### config.mk
export PLATFORM = sky130hd
export DESIGN_NAME = icache_refill_ctrl
export DESIGN_NICKNAME = d
export VERILOG_FILES = /design/src/rtl/icache_refill_ctrl.sv
export SDC_FILE = /design/constraint.sdc
export NUM_CORES = 1
export LEC_CHECK = 0
export ABC_AREA = 1
export CAP_MARGIN = 20
export CORE_AREA = 2 2 139 141
export CTS_CLUSTER_DIAMETER = 120
export DETAILED_ROUTE_END_ITERATION = 10
export DIE_AREA = 0 0 141 143
export DONT_BUFFER_PORTS = 1
export REMOVE_ABC_BUFFERS = 1
export SYNTH_ARGS = -nofsm -noshare
export SYNTH_HDL_FRONTEND = slang
export SYNTH_SLANG_ARGS = --single-unit
### constraint.sdc
create_clock -name CLK -period 3.1 [get_ports CLK]
set_input_delay 0.62 -clock CLK [delete_from_list [all_inputs] [get_ports CLK]]
set_output_delay 0.62 -clock CLK [all_outputs]
set_load 0.01 [all_outputs]
### src/rtl/icache_refill_ctrl.sv
// icache_refill_ctrl: icache miss path with one L2 line refill at a time, beat fill streaming and per-set 2-way LRU.
// The optional counters perf_miss_count and perf_busy_cycles exist only when ICACHE_REFILL_PERF_CNT_EN is defined.
module icache_refill_ctrl #(
  parameter int ICACHE_NUM_SETS  = 64,
  parameter int ICACHE_TAG_WIDTH = 22,
  parameter int BEATS_PER_LINE   = 2,
  localparam int INDEX_W = $clog2(ICACHE_NUM_SETS),
  localparam int BEAT_W  = (BEATS_PER_LINE > 1) ? $clog2(BEATS_PER_LINE) : 1
) (
  input  logic                          CLK,
  input  logic                          nRST,
  input  logic                          miss_valid,
  input  logic [ICACHE_TAG_WIDTH-1:0]   miss_tag,
  input  logic [INDEX_W-1:0]            miss_index,
  input  logic                          hit_valid,
  input  logic                          hit_way,
  input  logic [INDEX_W-1:0]            hit_index,
  input  logic                          restart_valid,
  output logic                          l2_req_valid,
  input  logic                          l2_req_ready,
  output logic [ICACHE_TAG_WIDTH+INDEX_W-1:0] l2_req_block_addr,
  input  logic                          l2_resp_valid,
  input  logic [127:0]                  l2_resp_data,
  input  logic                          l2_resp_error,
  output logic                          fill_valid,
  output logic                          fill_way,
  output logic [INDEX_W-1:0]            fill_index,
  output logic [BEAT_W-1:0]             fill_beat,
  output logic [127:0]                  fill_data,
  output logic                          tag_write_valid,
  output logic [ICACHE_TAG_WIDTH-1:0]   tag_write_tag,
  output logic                          busy,
  output logic                          miss_done,
  output logic                          miss_access_fault
`ifdef ICACHE_REFILL_PERF_CNT_EN
  ,
  output logic [31:0]                   perf_miss_count,
  output logic [31:0]                   perf_busy_cycles
`endif
);
  typedef enum logic [1:0] {IDLE, REQ, WAIT} state_t;
  state_t                        r_state, w_next;
  logic [ICACHE_TAG_WIDTH-1:0]   r_tag;
  logic [INDEX_W-1:0]            r_index;
  logic                          r_victim;
  logic [BEAT_W-1:0]             r_cnt;
  logic                          r_err, r_squash, r_done, r_fault;
  logic [ICACHE_NUM_SETS-1:0]    r_lru;
  logic                          w_beat, w_last, w_err, w_accept;
  assign w_accept = (r_state == IDLE) & miss_valid;
  assign w_beat   = (r_state == WAIT) & l2_resp_valid;
  assign w_last   = w_beat & (r_cnt == BEAT_W'(BEATS_PER_LINE - 1));
  assign w_err    = r_err | l2_resp_error;
  assign l2_req_valid      = (r_state == REQ);
  assign l2_req_block_addr = {r_tag, r_index};
  assign fill_valid        = w_beat;
  assign fill_way          = w_beat & r_victim;
  assign fill_index        = w_beat ? r_index : '0;
  assign fill_beat         = w_beat ? r_cnt : '0;
  assign fill_data         = w_beat ? l2_resp_data : '0;
  assign tag_write_valid   = w_last & ~w_err;
  assign tag_write_tag     = tag_write_valid ? r_tag : '0;
  assign busy              = (r_state != IDLE);
  assign miss_done         = r_done;
  assign miss_access_fault = r_fault;
  // Next-state selection: a request accepted together with a restart still counts as sent.
  always_comb begin
    w_next = r_state;
    case (r_state)
      IDLE:    w_next = miss_valid ? REQ : IDLE;
      REQ:     w_next = l2_req_ready ? WAIT : (restart_valid ? IDLE : REQ);
      WAIT:    w_next = w_last ? IDLE : WAIT;
      default: w_next = IDLE;
    endcase
  end
  // State register.
  always_ff @(posedge CLK or negedge nRST) begin
    if (!nRST) r_state <= IDLE;
    else       r_state <= w_next;
  end
  // Miss capture, beat counter, sticky error and squash tracking for the outstanding refill.
  always_ff @(posedge CLK or negedge nRST) begin
    if (!nRST) begin
      r_tag    <= '0;
      r_index  <= '0;
      r_victim <= 1'b0;
      r_cnt    <= '0;
      r_err    <= 1'b0;
      r_squash <= 1'b0;
    end else begin
      if (w_accept) begin
        r_tag    <= miss_tag;
        r_index  <= miss_index;
        r_victim <= r_lru[miss_index];
      end
      r_cnt    <= w_last ? '0 : (w_beat ? r_cnt + 1'b1 : r_cnt);
      r_err    <= w_last ? 1'b0 : (w_beat ? w_err : r_err);
      r_squash <= w_last ? 1'b0
                : ((r_state == REQ) & l2_req_ready & restart_valid) | ((r_state == WAIT) & restart_valid) | r_squash;
    end
  end
  // Completion pulses, one cycle after the last beat; a restart during that beat also suppresses them.
  always_ff @(posedge CLK or negedge nRST) begin
    if (!nRST) begin
      r_done  <= 1'b0;
      r_fault <= 1'b0;
    end else begin
      r_done  <= w_last & ~(r_squash | restart_valid) & ~w_err;
      r_fault <= w_last & ~(r_squash | restart_valid) & w_err;
    end
  end
  // LRU bit per set holds the least-recently-used way; the fill update is written last so it wins a collision.
  always_ff @(posedge CLK or negedge nRST) begin
    if (!nRST) r_lru <= '0;
    else begin
      if (hit_valid) r_lru[hit_index] <= ~hit_way;
      if (tag_write_valid) r_lru[r_index] <= ~r_victim;
    end
  end
`ifdef ICACHE_REFILL_PERF_CNT_EN
  // Free-running wrap-around counters of accepted misses and busy cycles.
  always_ff @(posedge CLK or negedge nRST) begin
    if (!nRST) begin
      perf_miss_count  <= '0;
      perf_busy_cycles <= '0;
    end else begin
      perf_miss_count  <= perf_miss_count + {31'd0, w_accept};
      perf_busy_cycles <= perf_busy_cycles + {31'd0, busy};
    end
  end
`endif
endmodule

==> results of run 1 <==
[layer usage]
layer,up-vias,routed length [um],global-route usage,part of all wire
li1,3407,-,-,-
met1,3389,13700,0.428,0.43
met2,342,15500,0.514,0.48
met3,26,2470,0.0691,0.077
met4,2,465,0.0632,0.014
met5,-,12,0,0.00037
[metrics by stage]
step	setup TNS [ps]	cells	utilization	power (W)
finish	0	1347	0.410	0.00515
global route	0	1347	0.410	0.00546
CTS	0	1347	0.410	0.00515
detailed placement	0	1331	0.391	0.00383
global placement	0	1331	0.391	0.00381
floorplan	-71800	1062	-	0.00319
[power by group]
part           switching (W)  leakage [nW]  internal, W  total, W
Sequential          0.000428          1.30      0.00169   0.00212
Clock               0.000520         0.165     0.000771   0.00129
Combinational        0.00127          2.43     0.000477   0.00175
Total                0.00222          3.89      0.00294   0.00515
[worst min-delay path by stage]
stage	endpoint	from	slack, ps	depth (start not counted)
after CTS	r_lru[37]$_DFF_PN0_	nRST	220	1
final	r_lru[31]$_DFF_PN0_	nRST	140	1
after global routing	r_lru[31]$_DFF_PN0_	nRST	190	1
after detailed placement	r_lru[47]$_DFF_PN0_	nRST	330	0
after floorplan	miss_access_fault$_DFF_PN0_	nRST	320	0
after global placement	r_lru[47]$_DFF_PN0_	nRST	330	0
[cells in the mapped netlist]
cell type,n,area (um^2)
nand2_1,327,1230
nor2_1,184,691
inv_1,173,649
o21ai_0,102,510
dfrtp_1,100,2500
nand3_1,67,335
clkbuf_1,39,146
o21ai_1,24,120
nor3_1,17,85.1
a21oi_1,16,80.1
mux2i_1,15,150
buf_2,7,35.0
nand4_1,7,43.8
buf_1,4,15.0
clkinv_1,4,15.0
inv_2,4,15.0
nor3_2,4,40.0
nor4_2,4,50.1
nor2_4,3,33.8
nor3_4,2,32.5
a211oi_1,1,7.51
a31oi_1,1,6.26
buf_6,1,11.3
nand2_2,1,6.26
nand3_2,1,10.0
nor2_2,1,6.26
nor4_1,1,6.26
nor4_4,1,21.3
o41ai_1,1,8.76
xor2_1,1,8.76
[sequential cells by signal (all words and copies together) (netlist names)]
signal             cells
r_cnt                  1
r_err                  1
r_tag                 22
miss_done              1
r_lru                 64
miss_access_fault      1
r_squash               1
r_index                6
r_victim               1
r_state                2
[area by class of cell]
| type | count | area [um^2] | area share |
|---|---|---|---|
| clock inverter | 3 | 68.8 | 0.00903 |
| inverter | 181 | 679 | 0.0891 |
| tap | 234 | 293 | 0.0384 |
| timing repair buffer | 36 | 315 | 0.0414 |
| sequential | 100 | 2500 | 0.328 |
| clock buffer | 12 | 267 | 0.0350 |
| multi-input combinational | 781 | 3500 | 0.459 |
[cell families (layout without fill, tap and decap cells)]
family          Yosys count  in the layout  share of synthesized area
flops                   100            100                      0.364
xor+xnor                  1              1                    0.00128
mux                      15             15                     0.0219
simple gates            620            620                      0.377
compound gates          145            145                      0.107
buf+inv                 232            232                      0.129
[worst max-delay path, stage by stage (launching register included)]
cell and delay, ps:
dfrtp_1 370, inv_1 150, nand3_4 120, nor2_4 220
nand2_2 250, buf_4 280, nor2_1 120, buf_4 130
[layout by cell type (no fill, tap or decap)]
cell       count
nand2_1      327
nor2_1       184
inv_1        173
o21ai_0      102
dfrtp_1      100
nand3_1       67
buf_4         33
o21ai_1       24
a21oi_1       16
nor3_1        15
mux2i_1       15
clkbuf_16      9
nand4_1        7
nor3_2         6
inv_2          4
clkinv_1       4
nor4_2         4
nor2_4         3
clkbuf_8       3
nor3_4         2
bufinv_16      2
buf_12         2
nand3_4        1
nand2_2        1
a31oi_1        1
nor4_4         1
nor2_2         1
nor4_1         1
xor2_1         1
a211oi_1       1
o41ai_1        1
clkinv_4       1
buf_16         1
==> results.md, run 1 <==
- Latest clock arrival within the worst-skew pair: 360 ps
- Critical path class: flip-flop to output port
- Min-Delay Path Class: input port to async pin
- R2R cell count: 10
- CTS Sinks: 100
- Worst VDD drop: 0.000419 V
- Final #Nets: 1280
- GR Util All Layers: 0.313
- Yosys cell types: 30
- Final GP Congestion: 0.945
- Mapped Cells: 1113
- DP Area: 7260 um^2
- Sequential cell area fraction in the yosys report: 0.364
- Worst setup startpoint: r_state[0]$_DFF_PN0_
- Synth Area per Inst: 6.17 um^2
- DR vias: 7166
- IO Pins: 363
- Synthesis-to-layout area growth: 11.0%
- Synth Register Bits: 100
- P per Cell Area: 676 nW/um^2
- Post-CTS setup buffers: 0
- Max_cap viols: 0
- Residual DRC: 0
- Fin crit share: 0.850
- Initial Util: 0.370
- Netlist area before placement: 6870 um^2
- Crit path to: tag_write_tag[19]
- Hold slack: 144 ps
- Post-CTS sizing: 0
- Setup ws final: 465 ps
- Crit start category: flip-flop
- Fraction of layout cells with a size suffix above 1: 0.0665
- Diode count: 0
- Post-DP HPWL: 25000 um
- Max-slew headroom: 0.462
- CTS root buf: clkbuf_16
- Fillers: 2013
- Die ar.: 20200 um^2
- CP required: 2480 ps
- Input/output buffers: 0
- Worst-path clk slew: 70 ps
- Crit path DAT: 2010 ps
- Synth warnings: 0
- Average vias per placed instance: 5.32
- Antenna-violating nets left: 0
- Leak pwr: 3.89 nW
- Max Clk Rate: 380 MHz
- Worst-Margin Slew: 801 ps
- Vias in the first global route: 6437
- Pre-CTS WS: 774 ps
- Min Tclk post-route: 2630 ps
- Max H-tree Level: 3
- CTS tree: yes
- Iter 0 DRT Violations: 684
- Reg2reg start: r_state[0]$_DFF_PN0_
- Num CTS Buffers: 9
- R2r setup slk: 1000 ps
- Rows: 50
- Status: completed
- Final non-filler cell area: 7620 um^2
- Die width: 141 um
- Wire per inst: 23.9 um
- Hold-fix buffers, CTS: 1
- Worst setup EP type: output port
- Die Y: 143 um
- Clk_skew: 7.82 ps
- First-pass GRT wire length: 45200 um
- Core area: 18600 um^2
- Initial antenna violation count: 1
- Setup-failing EPs final: 0
- Crit-path max FO: 20
- Final Slew Violations: 0
- Largest net degree at the start of global routing: 140
- Total gr overflow: 0
- Longest Clk Path Bufs: 2
- Final WL: 32100 um
- RSZ-0062 raised after global routing: no
- Capture instance of the worst register-to-register path: r_lru[45]$_DFF_PN0_
- Hold Fails Final Rpt: 0
- DRT Pass-1 Iters: 5
(Power assumes the default switching activity.)
==> run 2: changes to the inputs <==
clock period = 2.25 ns   (was 3.1 ns; I/O delays follow)
==> results.md, run 2 (synthesis gave the netlist of run 1 again) <==
- Total gr overflow: 0
- Core area: 18600 um^2
- RSZ-0062 raised after global routing: no
- DRT Pass-1 Iters: 5
- CTS Sinks: 100
- Diode count: 0
- DR vias: 7759
- Crit path DAT: 1730 ps
- Longest Clk Path Bufs: 2
- CP required: 1800 ps
- Vias in the first global route: 7058
- CTS tree: yes
- Residual DRC: 0
- Register area: 2500 um^2
- Final WL: 32300 um
- Crit-path max FO: 99
- R2r setup slk: 460 ps
- First-pass GRT wire length: 46400 um
- Clk_skew: 8.49 ps
- IO Pins: 363
- R2R cell count: 9
- Worst-Margin Slew: 693 ps
- Max H-tree Level: 3
- Initial antenna violation count: 1
- Pre-CTS WS: 278 ps
- Final GP Congestion: 0.931
- Largest net degree at the start of global routing: 101
- Wire per inst: 22.1 um
- Setup-failing EPs final: 0
- Total power: 0.00728 W
- Worst VDD drop: 0.000555 V
- Commonest non-fill, non-tap cell in the layout: nand2_1
- Latest clock arrival within the worst-skew pair: 360 ps
- Biggest regs: r_lru (64), r_tag (22), r_index (6)
- Input/output buffers: 0
- Iter 0 DRT Violations: 812
- Fillers: 1955
- Rows: 50
- Initial Util: 0.370
- Fraction of layout cells with a size suffix above 1: 0.152
- Hold slack: -218 ps
- Crit start category: flip-flop
- Failing checks: negative hold slack
- Die width: 141 um
- Fin crit share: 0.967
- Final Slew Violations: 0
- Largest register FFs: 64
- Most frequent cells in the layout: 327 x nand2_1, 183 x nor2_1, 172 x inv_1, 146 x buf_4, 102 x o21ai_0
- Status: complete, but fails checks
- Min-Delay Path Class: input port to async pin
- Critical path class: flip-flop to output port
- Die ar.: 20200 um^2
- Biggest register: r_lru
- Area of the multi-input gates: 3500 um^2
- DP Area: 8070 um^2
- Setup ws final: 73.9 ps
- Capture instance of the worst register-to-register path: r_lru[52]$_DFF_PN0_
- Worst-path clk slew: 70 ps
- Final non-filler cell area: 8420 um^2
- Average vias per placed instance: 5.31
- CTS root buf: clkbuf_16
- Total negative slack: 0 ps
- Antenna-violating nets left: 0
- Leak pwr: 4.45 nW
- Max Clk Rate: 460 MHz
- P per Cell Area: 865 nW/um^2
- Max-slew headroom: 0.538
- Max_cap viols: 0
- GR Util All Layers: 0.314
- Worst setup EP type: output port
- Final #Nets: 1393
- Die Y: 143 um
- Synthesis-to-layout area growth: 22.5%
- Post-DP HPWL: 25200 um
- Hold Fails Final Rpt: 100
- Num CTS Buffers: 9
- Min Tclk post-route: 2180 ps
- Reg2reg start: r_state[0]$_DFF_PN0_
-- run 2: repair_timing --
item	in CTS	in global routing
setup buffers	0	5
endpoints found under the hold margin	100	100
resized for setup	1	4
setup endpoints to repair	17	19
pin swaps	0	1
-- run 2: through the flow --
| step | hold slack [ps] | std cells | utilization |
|---|---|---|---|
| final | -218 | 1461 | 0.453 |
| after global routing | -231 | 1461 | 0.453 |
| after CTS | -221 | 1456 | 0.450 |
| after detailed placement | 157 | 1440 | 0.434 |
| after global placement | 157 | 1440 | 0.434 |
| after floorplan | 154 | 1062 | - |
-- run 2: how the worst max path moves through the flow --
| stage | startpoint | to | slack (ps) | cells after the start |
|---|---|---|---|---|
| after global routing | r_state[0]$_DFF_PN0_ | fill_data[50] | 20 | 5 |
| after global placement | r_state[0]$_DFF_PN0_ | tag_write_tag[16] | 350 | 7 |
| after floorplan | r_state[0]$_DFF_PN0_ | r_lru[39]$_DFF_PN0_ | -1410 | 10 |
| after detailed placement | r_state[0]$_DFF_PN0_ | tag_write_tag[16] | 280 | 7 |
| after CTS | r_state[0]$_DFF_PN0_ | tag_write_tag[16] | 10 | 7 |
| final | r_state[0]$_DFF_PN0_ | fill_data[50] | 70 | 5 |
-- run 2: final cells by class --
class | count | share of cell area
clock inverter | 3 | 0.00238
sequential | 100 | 0.297
tap | 234 | 0.0348
clock buffer | 13 | 0.0321
timing repair buffer | 149 | 0.136
multi-input combinational | 781 | 0.416
inverter | 181 | 0.0807
-- run 2: critical path: stages, from the launching register on --
cell and delay, ps:
dfrtp_1 390, inv_2 100, nand3_4 110, buf_12 210
nor2_1 300, buf_4 180
-- run 2: power by group --
group | internal, W | total, W | switching [W]
Sequential | 0.00233 | 0.00293 | 0.000602
Clock | 0.000841 | 0.00156 | 0.000722
Combinational | 0.000926 | 0.00279 | 0.00186
-- run 2: routing by layer --
layer	track usage	up-vias	part of all wire
met1	0.429	3686	0.42
met5	0	-	0.00022
met3	0.0647	44	0.078
met2	0.518	389	0.48
met4	0.0668	2	0.021
li1	-	3638	-
